### src/rtl/sipo_deser.sv
// sipo_deser: serial-in parallel-out receiver with selectable bit order and a valid/ready holding register
module sipo_deser #(
    parameter int WIDTH = 8
) (
    input  logic                       clk,
    input  logic                       rst_n,
    input  logic                       en_shift,
    input  logic                       serial_in,
    input  logic                       right_left,
    input  logic                       clear,
    input  logic                       out_ready,
    output logic [WIDTH-1:0]           out_data,
    output logic                       out_valid,
    output logic                       busy,
    output logic [$clog2(WIDTH+1)-1:0] bit_cnt,
    output logic                       overrun
);
    localparam int CW = $clog2(WIDTH+1);
    logic [WIDTH-1:0] shift_reg;
    logic [WIDTH-1:0] shifted;
    logic             dir_lat;
    logic             dir;
    logic             cap;
    logic             last;
    logic             load;
    logic             drop;
    // first bit of a word takes its order straight from right_left, later bits from the latch
    always_comb begin
        cap     = en_shift & ~clear;
        dir     = (bit_cnt == '0) ? right_left : dir_lat;
        shifted = dir ? {serial_in, shift_reg[WIDTH-1:1]} : {shift_reg[WIDTH-2:0], serial_in};
        last    = cap && (bit_cnt == CW'(WIDTH-1));
        load    = last && (!out_valid || out_ready);
        drop    = last && out_valid && !out_ready;
    end
    // word assembly, holding register and sticky overrun
    always_ff @(posedge clk or negedge rst_n) begin
        if (!rst_n) begin
            shift_reg <= '0;
            bit_cnt   <= '0;
            dir_lat   <= 1'b0;
            out_data  <= '0;
            out_valid <= 1'b0;
            overrun   <= 1'b0;
        end else begin
            shift_reg <= clear ? '0 : cap ? shifted : shift_reg;
            bit_cnt   <= clear ? '0 : cap ? (last ? '0 : bit_cnt + CW'(1)) : bit_cnt;
            dir_lat   <= (cap && bit_cnt == '0) ? right_left : dir_lat;
            out_data  <= load ? shifted : out_data;
            out_valid <= load ? 1'b1 : (out_valid && out_ready) ? 1'b0 : out_valid;
            overrun   <= clear ? 1'b0 : drop ? 1'b1 : overrun;
        end
    end
    assign busy = (bit_cnt != '0);
endmodule

### config.mk
export PLATFORM = sky130hd
export DESIGN_NAME = sipo_deser
export DESIGN_NICKNAME = d
export VERILOG_FILES = /design/src/rtl/sipo_deser.sv
export SDC_FILE = /design/constraint.sdc
export NUM_CORES = 1
export LEC_CHECK = 0
export BUFFER_PORTS_ARGS = -buffer_cell sky130_fd_sc_hd__buf_4
export CAP_MARGIN = 20
export CORE_MARGIN = 3
export CORE_UTILIZATION = 49
export CTS_CLUSTER_SIZE = 30
export DETAILED_ROUTE_END_ITERATION = 8
export PLACE_DENSITY = 0.83
export SYNTH_ARGS = -nofsm -noshare
export SYNTH_HDL_FRONTEND = slang
export SYNTH_SLANG_ARGS = --single-unit
### constraint.sdc
create_clock -name clk -period 1.72 [get_ports clk]
set_clock_uncertainty 0.2 [all_clocks]
set_input_delay 0.086 -clock clk [delete_from_list [all_inputs] [get_ports clk]]
set_output_delay 0.086 -clock clk [all_outputs]
set_load 0.05 [all_outputs]
==> Word-level counts from Yosys, hierarchy flattened <==
Index checks and enable logic that the tools add are counted.
{ "op_classes": {"addsub": 1, "n_eq_ne": 1, "bitwise_logic": 2, "reduce_logical": 14, "muxes": 11} }
{ "ops": {"columns": ["op", "count"], "rows": [
  ["$mux W8", 3],
  ["$mux W4", 3],
  ["$logic_and A1 B1 Y1", 6],
  ["$reduce_bool A2 Y1", 3],
  ["$mux W1", 5],
  ["$add A4 B1 Y4 const B", 1],
  ["$eq A4 B3 Y1 const B", 1],
  ["$logic_not A4 Y1", 1],
  ["$reduce_bool A4 Y1", 1],
  ["$logic_not A1 Y1", 2],
  ["$and A1 B1 Y1", 1],
  ["$logic_or A1 B1 Y1", 1],
  ["$not A1 Y1", 1]
]} }
{ "word_totals": {"in_bits": 7, "regBits": 23, "wordCells": 35} }

==> Logic depth before layout (Yosys ltp) <==
{ "depth": {"depth_word": 7, "ltp_mapped": 6, "depth_no_buf": 5} }

==> Worst setup path after synthesis <==
OpenSTA, ideal clock, no wires.
{ "synth_timing": {"path_kind": "register -> register", "start": "register bit_cnt[0]", "end": "register dir_lat", "path_stages_with_launch": 7, "path_slack_ns": -0.265, "setup_ns": 0.125, "t_arrival_ns": 1.661, "cell_sequence": "dfrtp_1 > inv_1 > ha_1 > nor3b_2 > buf_6 > nand3_1 > mux2_2"} }
{ "synth_between": {"elab_chain_len": 2} }
{ "synth_lines": {"columns": ["item", "line_no", "text"], "rows": [
  ["start, declared", "15", "output logic [$clog2(WIDTH+1)-1:0] bit_cnt,"],
  ["start signal, assigned", "47", "bit_cnt <= clear ? '0 : cap ? (last ? '0 : bit_cnt + CW'(1)) : bit_cnt;"],
  ["$logic_not A4 Y1", "48", "dir_lat <= (cap && bit_cnt == '0) ? right_left : dir_lat;"],
  ["$logic_and A1 B1 Y1", "48", null],
  ["end signal, assigned", "48", null],
  ["end, declared", "21", "logic dir_lat;"]
]} }
Every way passes these cells.
A chain may end at the register's enable or synchronous reset.

==> Worst setup path after layout <==
{ "layout_timing": {"start": "register bit_cnt[1]", "end": "register out_data[1]"} }
{ "layout_between": {"elab_chain_len": 3, "word_cells_on_any_way": 6} }
{ "layout_lines": {"columns": ["item", "line_no", "text"], "rows": [
  ["$logic_not A4 Y1 or $eq A4 B3 Y1 (tied branches)", "30, 32", null],
  ["$mux W1 or $logic_and A1 B1 Y1 (tied branches)", "30, 32", null],
  ["$mux W8 or $logic_and A1 B1 Y1 (tied branches)", "31, 33", null],
  ["end signal, assigned", "49", "out_data <= load ? shifted : out_data;"],
  ["end, declared", "12", "output logic [WIDTH-1:0] out_data,"]
]} }
Several ways; a longest one is shown, not always the timed one.

==> qor.txt <==
GRT Total Usage: 16.4%
Seq pwr share: 51.9%
Critical Path AT: 1.83 ns
Hold EP: out_data[7]$_DFFE_PN0P_
#FFs+latches synth: 23
Period minus WS final: 1.77 ns
Largest net degree at the start of global routing: 24
Post-route setup slack: -0.0510 ns
Share of layout cells above drive strength 1: 43.0%
Setup crit start kind: flip-flop
Max cap viols: 0
Reg clk slew, reported paths: 0.12 ns
Final hold vios: 0
Worst-Margin Slew: 0.445 ns
Mean post-synth cell area: 11.7 µm²
Fillers: 178
Reg2reg start: bit_cnt[1]$_DFFE_PN0P_
Hold Slack: 0.0938 ns
Reg area: 578 µm²
# DRC: 0
WL/cell: 15.3 µm
RePlAce Congestion: 0.713
Peak Freq: 565 MHz
Setup Total Neg Slack: -0.425 ns
Initial DRC Count: 33
Fraction of power spent switching nets: 29.9%
Yosys top cell area share: 45.0%
CP cell instances: inv_2, ha_4, nor3b_2, buf_6, buf_4, mux2i_2, mux2_2
R2R depth: 7
Power per cell area: 687 nW/µm²
Overall Power: 1.14 mW
Failing checks: negative setup slack
Vias: 948
Final Net Count: 152
Antenna-violating nets left: 0
Multi-input gate area: 686 µm²
Placed inst area: 1470 µm²
Vias/cell: 5.58
RSZ-0062 raised after global routing: yes
Max-slew violation count: 0
Sink Count: 23
Sw power: 0.341 mW
Die height: 57.1 µm
Post-Syn Nets: 118
Max_slew headroom: 70.4%
R2R Path End: out_data[1]$_DFFE_PN0P_
# diodes: 0
Critical path type: flip-flop to flip-flop
P&R area growth vs syn: 29.6%
Root Driver: clkbuf_4
Sequential share of the synthesized area: 45.0%
# setup viols final: 13
CP max stage cell: dfrtp_2
Die ar.: 3260 µm²
Cells after synthesis: 109
CP Capture Type: flip-flop
Post-DP HPWL: 1.77 mm
Die width: 57.1 µm
CTS tree: built
FP Rows: 17
Comb power frac: 26.0%
Final Cycle Share: 103%
CTS max path bufs: 2
Clk pwr share: 22.1%
Internal power: 0.799 mW
I/O Buffers: 21
Total core area: 2340 µm²
Vias in the first global route: 933
H-tree depth: 1
Slowest stage delay, CP: 0.43 ns
Synth unique cells: 25
Hold WC Path Type: primary input to flip-flop
Synth area leaders: dfrtp_1 45%, mux2i_1 20%, mux2_2 7.0%
Layout Utilization: 70.9%
Worst vdd ir: 0.543 mV
IO Pins: 22
Initial Utilization: 54.7%
Hold-critical path depth: 4
Global-route wire length before repair: 4.24 mm
Initial antenna violation count: 0
Final WL: 2.60 mm
Worst-Skew Late Latency: 0.31 ns
First-pass DRT Iterations: 6
Status: finished, violations left
Total gr overflow: 0
Required time of the critical path: 1.78 ns
CTS buffer count: 3
Largest area contributor in the synthesized netlist: dfrtp_1
Fin area: 1660 µm²
Hold path startpoint: serial_in
Synth Warn #: 0
Crit-path max FO: 7
Reg2reg setup slack: -0.05 ns
Mapped Area: 1280 µm²
Lkg Pwr: 0.843 nW
## power by group through the flow
stage          sequential [mW]  clock [mW]  combinational (mW)
6_report                 0.592       0.252               0.296
5_1_grt                  0.594       0.282               0.312
4_1_cts                  0.591       0.257               0.273
3_5_place_dp             0.601           0               0.227
3_3_place_gp             0.600           0               0.222
2_1_floorplan            0.600           0               0.175
## cell usage after synthesis
cell / number
nand4b_4: 1
clkbuf_1: 1
nor3b_2: 1
inv_1: 7
ha_1: 2
a31o_2: 5
xnor2_1: 1
buf_2: 1
nor2_1: 4
buf_4: 3
o22ai_1: 3
nor3b_1: 5
or3_1: 1
nand2_1: 8
dfrtp_1: 23
mux2_2: 8
a21oi_1: 1
nand3_1: 1
xor2_1: 1
nand2b_1: 1
mux2_4: 1
o2bb2ai_1: 1
buf_6: 2
mux2i_1: 25
nand4_1: 2
## worst max path at each step
stage	start	slack, ns	cells after the start	endpoint
6_report	bit_cnt[1]$_DFFE_PN0P_	-0.05	7	out_data[1]$_DFFE_PN0P_
5_1_grt	bit_cnt[0]$_DFFE_PN0P_	-0.1	7	out_data[5]$_DFFE_PN0P_
4_1_cts	bit_cnt[0]$_DFFE_PN0P_	-0.02	7	shift_reg[6]$_DFFE_PN0P_
3_5_place_dp	bit_cnt[0]$_DFFE_PN0P_	0.03	6	shift_reg[7]$_DFFE_PN0P_
3_3_place_gp	bit_cnt[0]$_DFFE_PN0P_	0.07	6	shift_reg[7]$_DFFE_PN0P_
2_1_floorplan	bit_cnt[1]$_DFFE_PN0P_	-0.07	6	shift_reg[5]$_DFFE_PN0P_
## cell families after synthesis
group | after synthesis | synth area share, %
muxes | 34 | 27.8
and+or+nand+nor | 24 | 11.6
DFF | 23 | 45.0
buffers and inverters | 14 | 6.26
AOI/OAI and AO/OA | 10 | 5.97
xor gates and xnor gates | 2 | 1.37
adders and majority gates | 2 | 1.96
## cells in the final DEF, fill, tap and decap left out, types with 3 or more instances in the layout
master         Yosys  final
dfrtp_1           23     21
nor3b_1            5      5
clkbuf_4           0      3
a31o_2             5      5
buf_4              3     27
inv_1              7      5
dlygate4sd3_1      0      6
mux2_4             1      3
nand2_1            8      8
nor2_1             4      4
mux2i_1           25     22
mux2_2             8      6
## metrics by stage
step	worst slack [ns]	cells
after floorplan	-0.0664	109
after global placement	0.0698	156
after detailed placement	0.0250	156
after CTS	-0.0239	169
after global routing	-0.0974	170
final	-0.0510	170
## critical path, delay by kind of cell (launching register included)
kind	cells	cell delay, ns
adder cells (fa/ha/maj)	1	0.12
buffers and inverters	3	0.38
flip-flops	1	0.43
multiplexers	2	0.42
AND/OR/NAND/NOR	1	0.16
## layer usage
metal  vias to the layer above  track usage (%)  part of all wire (%)
li1                        452                -                     -
met1                       471             19.5                    43
met2                        23             29.4                    52
met3                         2             2.94                   4.1
met4                         0             5.96                  0.62
met5                         -                0                     0
## final cells by class
class                      count  area share, %
multi-input combinational     72           41.4
inverter                       7           1.58
timing repair buffer          36           18.4
clock buffer                   3           1.36
clock inverter                 1          0.302
sequential                    23           34.9
tap                           28           2.11
## repair_timing
item | in CTS | in global routing
resized for setup | 2 | 10
hold endpoints to repair | 33 | 0
setup endpoints to repair | 1 | 13
hold buffers | 6 | 0
buffers inserted | 3 | 1
pin swaps | 0 | 3
(Power assumes the default switching activity.)
